<file path="src/rtl/reg_file_2w2r.sv">
// Parametrised register file: two write ports (port B wins collisions), two
// combinational read ports with optional same-cycle bypass, and a sequenced clear engine.
module reg_file_2w2r #(
  parameter int DATA_W  = 8,
  parameter int ADDR_W  = 3,
  parameter int ZERO_R0 = 0,
  parameter int BYPASS  = 1
) (
  input  logic              clk,
  input  logic              rst,
  input  logic              we3,
  input  logic [ADDR_W-1:0] wa3,
  input  logic [DATA_W-1:0] wd3,
  input  logic              we4,
  input  logic [ADDR_W-1:0] wa4,
  input  logic [DATA_W-1:0] wd4,
  input  logic [ADDR_W-1:0] ra1,
  input  logic [ADDR_W-1:0] ra2,
  output logic [DATA_W-1:0] rd1,
  output logic [DATA_W-1:0] rd2,
  input  logic              clr_req,
  output logic              clr_busy,
  output logic              clr_done,
  output logic              wr_blocked
);

  localparam int DEPTH = 2 ** ADDR_W;
  localparam logic [ADDR_W-1:0] LAST = ADDR_W'(DEPTH - 1);

  typedef enum logic [1:0] {IDLE, CLEAR, DONE} state_t;

  state_t            state;
  logic [ADDR_W-1:0] cnt;
  logic [DATA_W-1:0] mem [DEPTH];
  logic              acc3;
  logic              acc4;

  // A write lands only outside CLEAR, and never on a hardwired-zero register 0.
  function automatic logic writable(input logic we, input logic [ADDR_W-1:0] wa);
    return we && !((ZERO_R0 != 0) && (wa == '0));
  endfunction

  function automatic logic [DATA_W-1:0] read_mux(input logic [ADDR_W-1:0] ra,
                                                 input logic [DATA_W-1:0] stored);
    if ((ZERO_R0 != 0) && (ra == '0)) return '0;
    if ((BYPASS != 0) && acc4 && (wa4 == ra)) return wd4;
    if ((BYPASS != 0) && acc3 && (wa3 == ra)) return wd3;
    return stored;
  endfunction

  assign acc3 = (state != CLEAR) && writable(we3, wa3);
  assign acc4 = (state != CLEAR) && writable(we4, wa4);

  always_comb begin
    rd1 = read_mux(ra1, mem[ra1]);
    rd2 = read_mux(ra2, mem[ra2]);
  end

  // Array update: port B assigned last so it wins an address collision.
  always_ff @(posedge clk) begin
    if (rst) begin
      for (int i = 0; i < DEPTH; i++) mem[i] <= '0;
    end else if (state == CLEAR) begin
      mem[cnt] <= '0;
    end else begin
      if (acc3) mem[wa3] <= wd3;
      if (acc4) mem[wa4] <= wd4;
    end
  end

  // Clear sequencer with registered status outputs.
  always_ff @(posedge clk) begin
    if (rst) begin
      state      <= IDLE;
      cnt        <= '0;
      clr_busy   <= 1'b0;
      clr_done   <= 1'b0;
      wr_blocked <= 1'b0;
    end else begin
      wr_blocked <= (state == CLEAR) && (we3 || we4);
      case (state)
        IDLE: begin
          if (clr_req) begin
            state    <= CLEAR;
            cnt      <= '0;
            clr_busy <= 1'b1;
          end
        end
        CLEAR: begin
          cnt <= cnt + 1'b1;
          if (cnt == LAST) begin
            state    <= DONE;
            clr_busy <= 1'b0;
            clr_done <= 1'b1;
          end
        end
        DONE: begin
          state    <= IDLE;
          clr_done <= 1'b0;
        end
        default: begin
          state    <= IDLE;
          clr_busy <= 1'b0;
          clr_done <= 1'b0;
        end
      endcase
    end
  end

endmodule
</file>
<file path="config.mk">
export PLATFORM = sky130hd
export DESIGN_NAME = reg_file_2w2r
export DESIGN_NICKNAME = d
export VERILOG_FILES = /design/src/rtl/reg_file_2w2r.sv
export SDC_FILE = /design/constraint.sdc
export NUM_CORES = 1
export LEC_CHECK = 0
export ABC_AREA = 1
export BUFFER_PORTS_ARGS = -buffer_cell sky130_fd_sc_hd__buf_2
export CAP_MARGIN = 20
export CORE_ASPECT_RATIO = 1.4
export CORE_MARGIN = 5
export CORE_UTILIZATION = 66
export DETAILED_ROUTE_END_ITERATION = 10
export PLACE_DENSITY = 0.87
export SLEW_MARGIN = 20
export SYNTH_ARGS = -nofsm -noshare
export SYNTH_HDL_FRONTEND = slang
export SYNTH_SLANG_ARGS = --single-unit
</file>
<file path="constraint.sdc">
create_clock -name clk -period 5.6 [get_ports clk]
set_clock_uncertainty 0.05 [all_clocks]
set_input_delay 0.28 -clock clk [delete_from_list [all_inputs] [get_ports clk]]
set_output_delay 0.28 -clock clk [all_outputs]
set_load 0.02 [all_outputs]
</file>
; Word-level counts from Yosys, hierarchy flattened
; Memory sizes are Yosys's and may differ from the RTL's.
; Cells that the tools add are included.
[word_totals]
mem_count = 1
ramBits = 64
output_inout_bits = 19
wordCells = 82
in_bits = 33
regBits = 8
[op_classes]
n_eq_ne = 10
addsub = 1
reduce_logical = 17
bitwise_logic = 2
muxes = 46
[memory_table]
columns = memory, depth, word_bits, rd, rd_ports_with_merged_regs, write_ports, line_no
row1 = mem, 8, 8, 2, 0, 8, 34  ; logic [DATA_W-1:0] mem [DEPTH];
[op_table]
columns = cell, n
row1 = $mux W8, 11
row2 = $mux W1, 25
row3 = $reduce_or A8 Y1, 3
row4 = $eq A3 B3 Y1, 4
row5 = $mux W3, 4
row6 = $logic_and A1 B1 Y1, 7
row7 = $pmux W3 S2, 1
row8 = $reduce_and A2 Y1, 3
row9 = $mux W2, 2
row10 = $ne A2 B1 Y1 const B, 2
row11 = $pmux W2 S2, 1
row12 = $add A3 B1 Y3 const B, 1
row13 = $eq A3 B3 Y1 const B, 1
row14 = $pmux W1 S3, 1
row15 = $reduce_and A3 Y1, 1
row16 = $eq A2 B1 Y1 const B, 1
row17 = $eq A2 B2 Y1 const B, 1
row18 = $logic_not A2 Y1, 1
row19 = $ne A2 B2 Y1 const B, 1
row20 = $not A1 Y1, 2
row21 = $pmux W1 S2, 1
row22 = $reduce_bool A2 Y1, 1
row23 = $logic_or A1 B1 Y1, 1

; Logic depth before layout (Yosys ltp)
[depth]
ltp_word = 8
ltp_mapped = 10

; Worst setup path after synthesis
; Ideal clock, no wire load.
[synth_path]
path_type = reg2reg
from = register state[1]
to = memory mem[4][0] (enable)
n_path_buf = 2
setup_time_ns = 0.329
setup_slack_ns = 3.765
synth_period_minus_slack_ns = 1.835
path_stages_with_launch = 11
arrival_time_ns = 1.456
cell_sequence = dfxtp_1 -> inv_2 -> nand2_4 -> nand3_4 -> buf_6 -> nand2_2 -> o21ai_2 -> nor2_4 -> buf_6 -> nand2_1 -> nand2_1
[synth_rtl]
columns = item, line_no
row1 = from (decl), 32  ; state_t state;
row2 = from (signal assigned), 74  ; state <= IDLE;
row3 = from (signal assigned), 84  ; state <= CLEAR;
row4 = from (signal assigned), 92  ; state <= DONE;
row5 = to (decl), 34

; Worst setup path in the final report
[layout_path]
from = input ra2[0]
to = output rd2[1]
[layout_via]
elab_chain_cells = 6
elab_cells_between_ends = 11
classes_between = eq/ne (2) / mux (6) / reduce/logical (2) / memory (1)
[layout_lines]
columns = item, line_no
row1 = from (decl), 18  ; input logic [ADDR_W-1:0] ra2,
row2 = $eq A3 B3 Y1, 47  ; if ((BYPASS != 0) && acc3 && (wa3 == ra)) return wd3;
row3 = $logic_and A1 B1 Y1, 47
row4 = $mux W1 (2 in a row), 47
row5 = $mux W8, 48  ; return stored;
row6 = $mux W8 *, 47
row7 = to (decl), 20  ; output logic [DATA_W-1:0] rd2,
; Every way passes the cells marked *; elsewhere a longest branch is shown, timed or not. The select of a mux whose other input is x is not followed.

==> results.toml <==
[synth]
seq_area_frac_synth = 0.354
avgSynthCellArea_sq_um = 6.39
syn_inst = 921
syn_nets = 956
ys.warnings.count = 0
yosysTopAreaCell = "edfxtp_1"
synth_top_cell_area_share = 0.326
ys_ff_latch = 72
synth.distinct_cells = 30
synthTopCellsByArea = "edfxtp_1 33%, nand2_1 22%, nand3_1 15%, nor2_1 6.2%, inv_1 5.7%"
synth.cell_area_sq_um = 5890

[finish]
layout_common_cells = "352 x nand2_1, 176 x nand3_1, 98 x nor2_1, 89 x inv_1, 64 x edfxtp_1"
mostFrequentLayoutCell = "nand2_1"
antenna-diode-count = 0
syn2layout_area_growth_pct = 6.67
fin_nets = 966
stdcell_area_sq_um = 6280
layoutNonFillerInstCount = 1041
drive_gt1_frac = 0.119

[place]
place_congestion = 1.02
dp_cells = 1025
dp_hpwl_microns = 14000
place_area_sq_um = 5980
io_buffer_count = 51

[cts]
clock_latency_ns = 0.34
cts_tree = "done"
post_cts_buffers = 0
clk_path_buf_depth = 2
cts_resized = 0
h-tree-depth = 3
clock-root-buffer = "clkbuf_16"
ctsHoldBuffers = 0
cts_buffers = 9
clk_pin_slew_ns = 0.06
clkSinkCount = 72

[global_routing]
grt.overflow.total = 0
grt_max_degree = 37
grt_antenna_before_repair = 0
grt_pass1_wl_microns = 30900
grt_pass1_vias = 5736
grtUsageTotal = 0.366

[routing]
drc = 0
firstDrtPassIters = 6
vias = 6394
via_per_inst = 6.14
wl_per_cell_microns = 19.3
ant_nets = 0
drt_iter0_markers = 928
wl_microns = 20100

[worst_setup_path]
cp_data_arrival_time_ns = 2.69
worstSetupPathType = "primary input to output port"
crit_chain = "buf_2 > inv_1 > buf_4 > nand2_1 > nand2_1 > nor2_2 > nand2_2 > inv_1 > nor2_1 > o21ai_1 > buf_2"
cp_num_buf_inv = 5
critPathMaxStageDelay_ns = 0.52
critPathMaxFanout = 35
crit_family = "buffers and inverters"
cp-end-kind = "output port"
r2r_slack_ns = 3.03
start_kind = "primary input"
crit_slowest_cell = "buf_2"
required_ns = 5.27

[power_and_ir_drop]
leakagePower_nw = 3.22
p_sw_mw = 0.500
p_clk_frac = 0.371
p_int_mw = 1.05
peakVddDrop_mv = 0.394
seq_power_share = 0.408
powerDensity_nw_per_um2 = 247
power_mw = 1.55
p_comb_frac = 0.221
switching_share = 0.322

[die]
die_y_microns = 122
dieArea_sq_um = 10900
row_count = 40
ios = 52
die_w_microns = 89.8
core_area_sq_um = 8660
initial_core_util = 0.680

[flow_run]
max-cap-violations = 0

[timing]
fmax_mhz = 332
hold_ws_ns = 0.181
rsz0062_at_grt = "false"
worstMarginPinSlew_ns = 0.986
fin_crit_sh = 0.539
setup_violations = 0
slew_violations = 0
fin_crit_ns = 3.02
setup_tns_ns = 0
hold_violations = 0
slew_headroom = 0.339

[status]
status = "finished clean"

[hold_path]
hp-class = "primary input to register"
-- path summary, 6_finish.rpt --
kind         depth (start not counted)                   from               endpoint
min                                  3                    we3  wr_blocked$_SDFF_PP0_
max reg2reg                          8  state[1]$_SDFFE_PP0P_    mem[2][3]$_DFFE_PP_
max                                 11                 ra2[0]                 rd2[1]
min reg2reg                          2  clr_busy$_SDFFE_PP0P_  clr_busy$_SDFFE_PP0P_
-- cells by family after synthesis --
| kind of cell | Yosys count | synth area share |
|---|---|---|
| flip-flops | 72 | 0.354 |
| XOR/XNOR | 4 | 0.00595 |
| AO/OA/AOI/OAI | 32 | 0.0323 |
| buffers and inverters | 150 | 0.113 |
| AND/OR/NAND/NOR | 661 | 0.490 |
| adder cells (fa/ha/maj) | 2 | 0.00425 |
-- per-layer routing --
metal	track usage	part of all wire	vias to the layer above
met1	0.461	0.35	2823
met5	0	0	-
li1	-	-	2941
met2	0.573	0.45	526
met3	0.0840	0.14	104
met4	0.220	0.067	0
-- cell type report --
type                    count  area, sq um
clock inverters             6         70.1
fillers                   684         2380
clock buffers              10          229
repair buffers             53          270
flip-flops and latches     72         2080
inverters                  96          360
multi-input cells         699         3140
well taps                 105          131
-- Yosys cell counts --
library cell    n
nand2_1       352
nand3_1       176
nor2_1         98
inv_1          89
edfxtp_1       64
a21oi_1        18
buf_2          17
clkbuf_1       14
nor2_2         11
buf_1           9
buf_6           9
dfxtp_1         8
nand3_2         8
nor2_4          6
o21ai_2         6
inv_2           5
buf_4           4
xor2_1          4
nand3b_1        3
o21ai_1         3
clkinv_1        2
ha_1            2
nand2_2         2
nand3_4         2
nor3_2          2
o21ai_0         2
o31ai_1         2
a22oi_1         1
clkbuf_2        1
nand2_4         1
-- sequential cells by signal, summed over array words and instances, names as in the netlist --
register	cells
state	2
mem	64
cnt	3
wr_blocked	1
clr_done	1
clr_busy	1
-- power by group through the flow --
stage                     Combinational (mW)  Sequential (mW)  Clock, mW
final                                  0.343            0.632      0.576
after global routing                   0.370            0.634      0.592
after CTS                              0.334            0.631      0.569
after detailed placement               0.330            0.642          0
after global placement                 0.324            0.641          0
after floorplan                        0.239            0.637          0
-- worst register-to-register path, stage by stage (launching register included) --
cell	delay [ns]
dfxtp_1	0.35
inv_2	0.06
nand2_4	0.11
nand3_4	0.19
inv_2	0.20
nor2_2	0.09
nor2_4	0.73
nand2_1	0.16
nand2_1	0.30
-- per-stage QoR --
stage / setup slack (ns) / utilization
final: 2.58 / 0.725
after global routing: 2.44 / 0.725
after CTS: 2.65 / 0.725
after detailed placement: 2.65 / 0.691
after global placement: 2.77 / 0.691
after floorplan: 3.77 / -
Note: power is estimated with default switching activity, not from simulation.
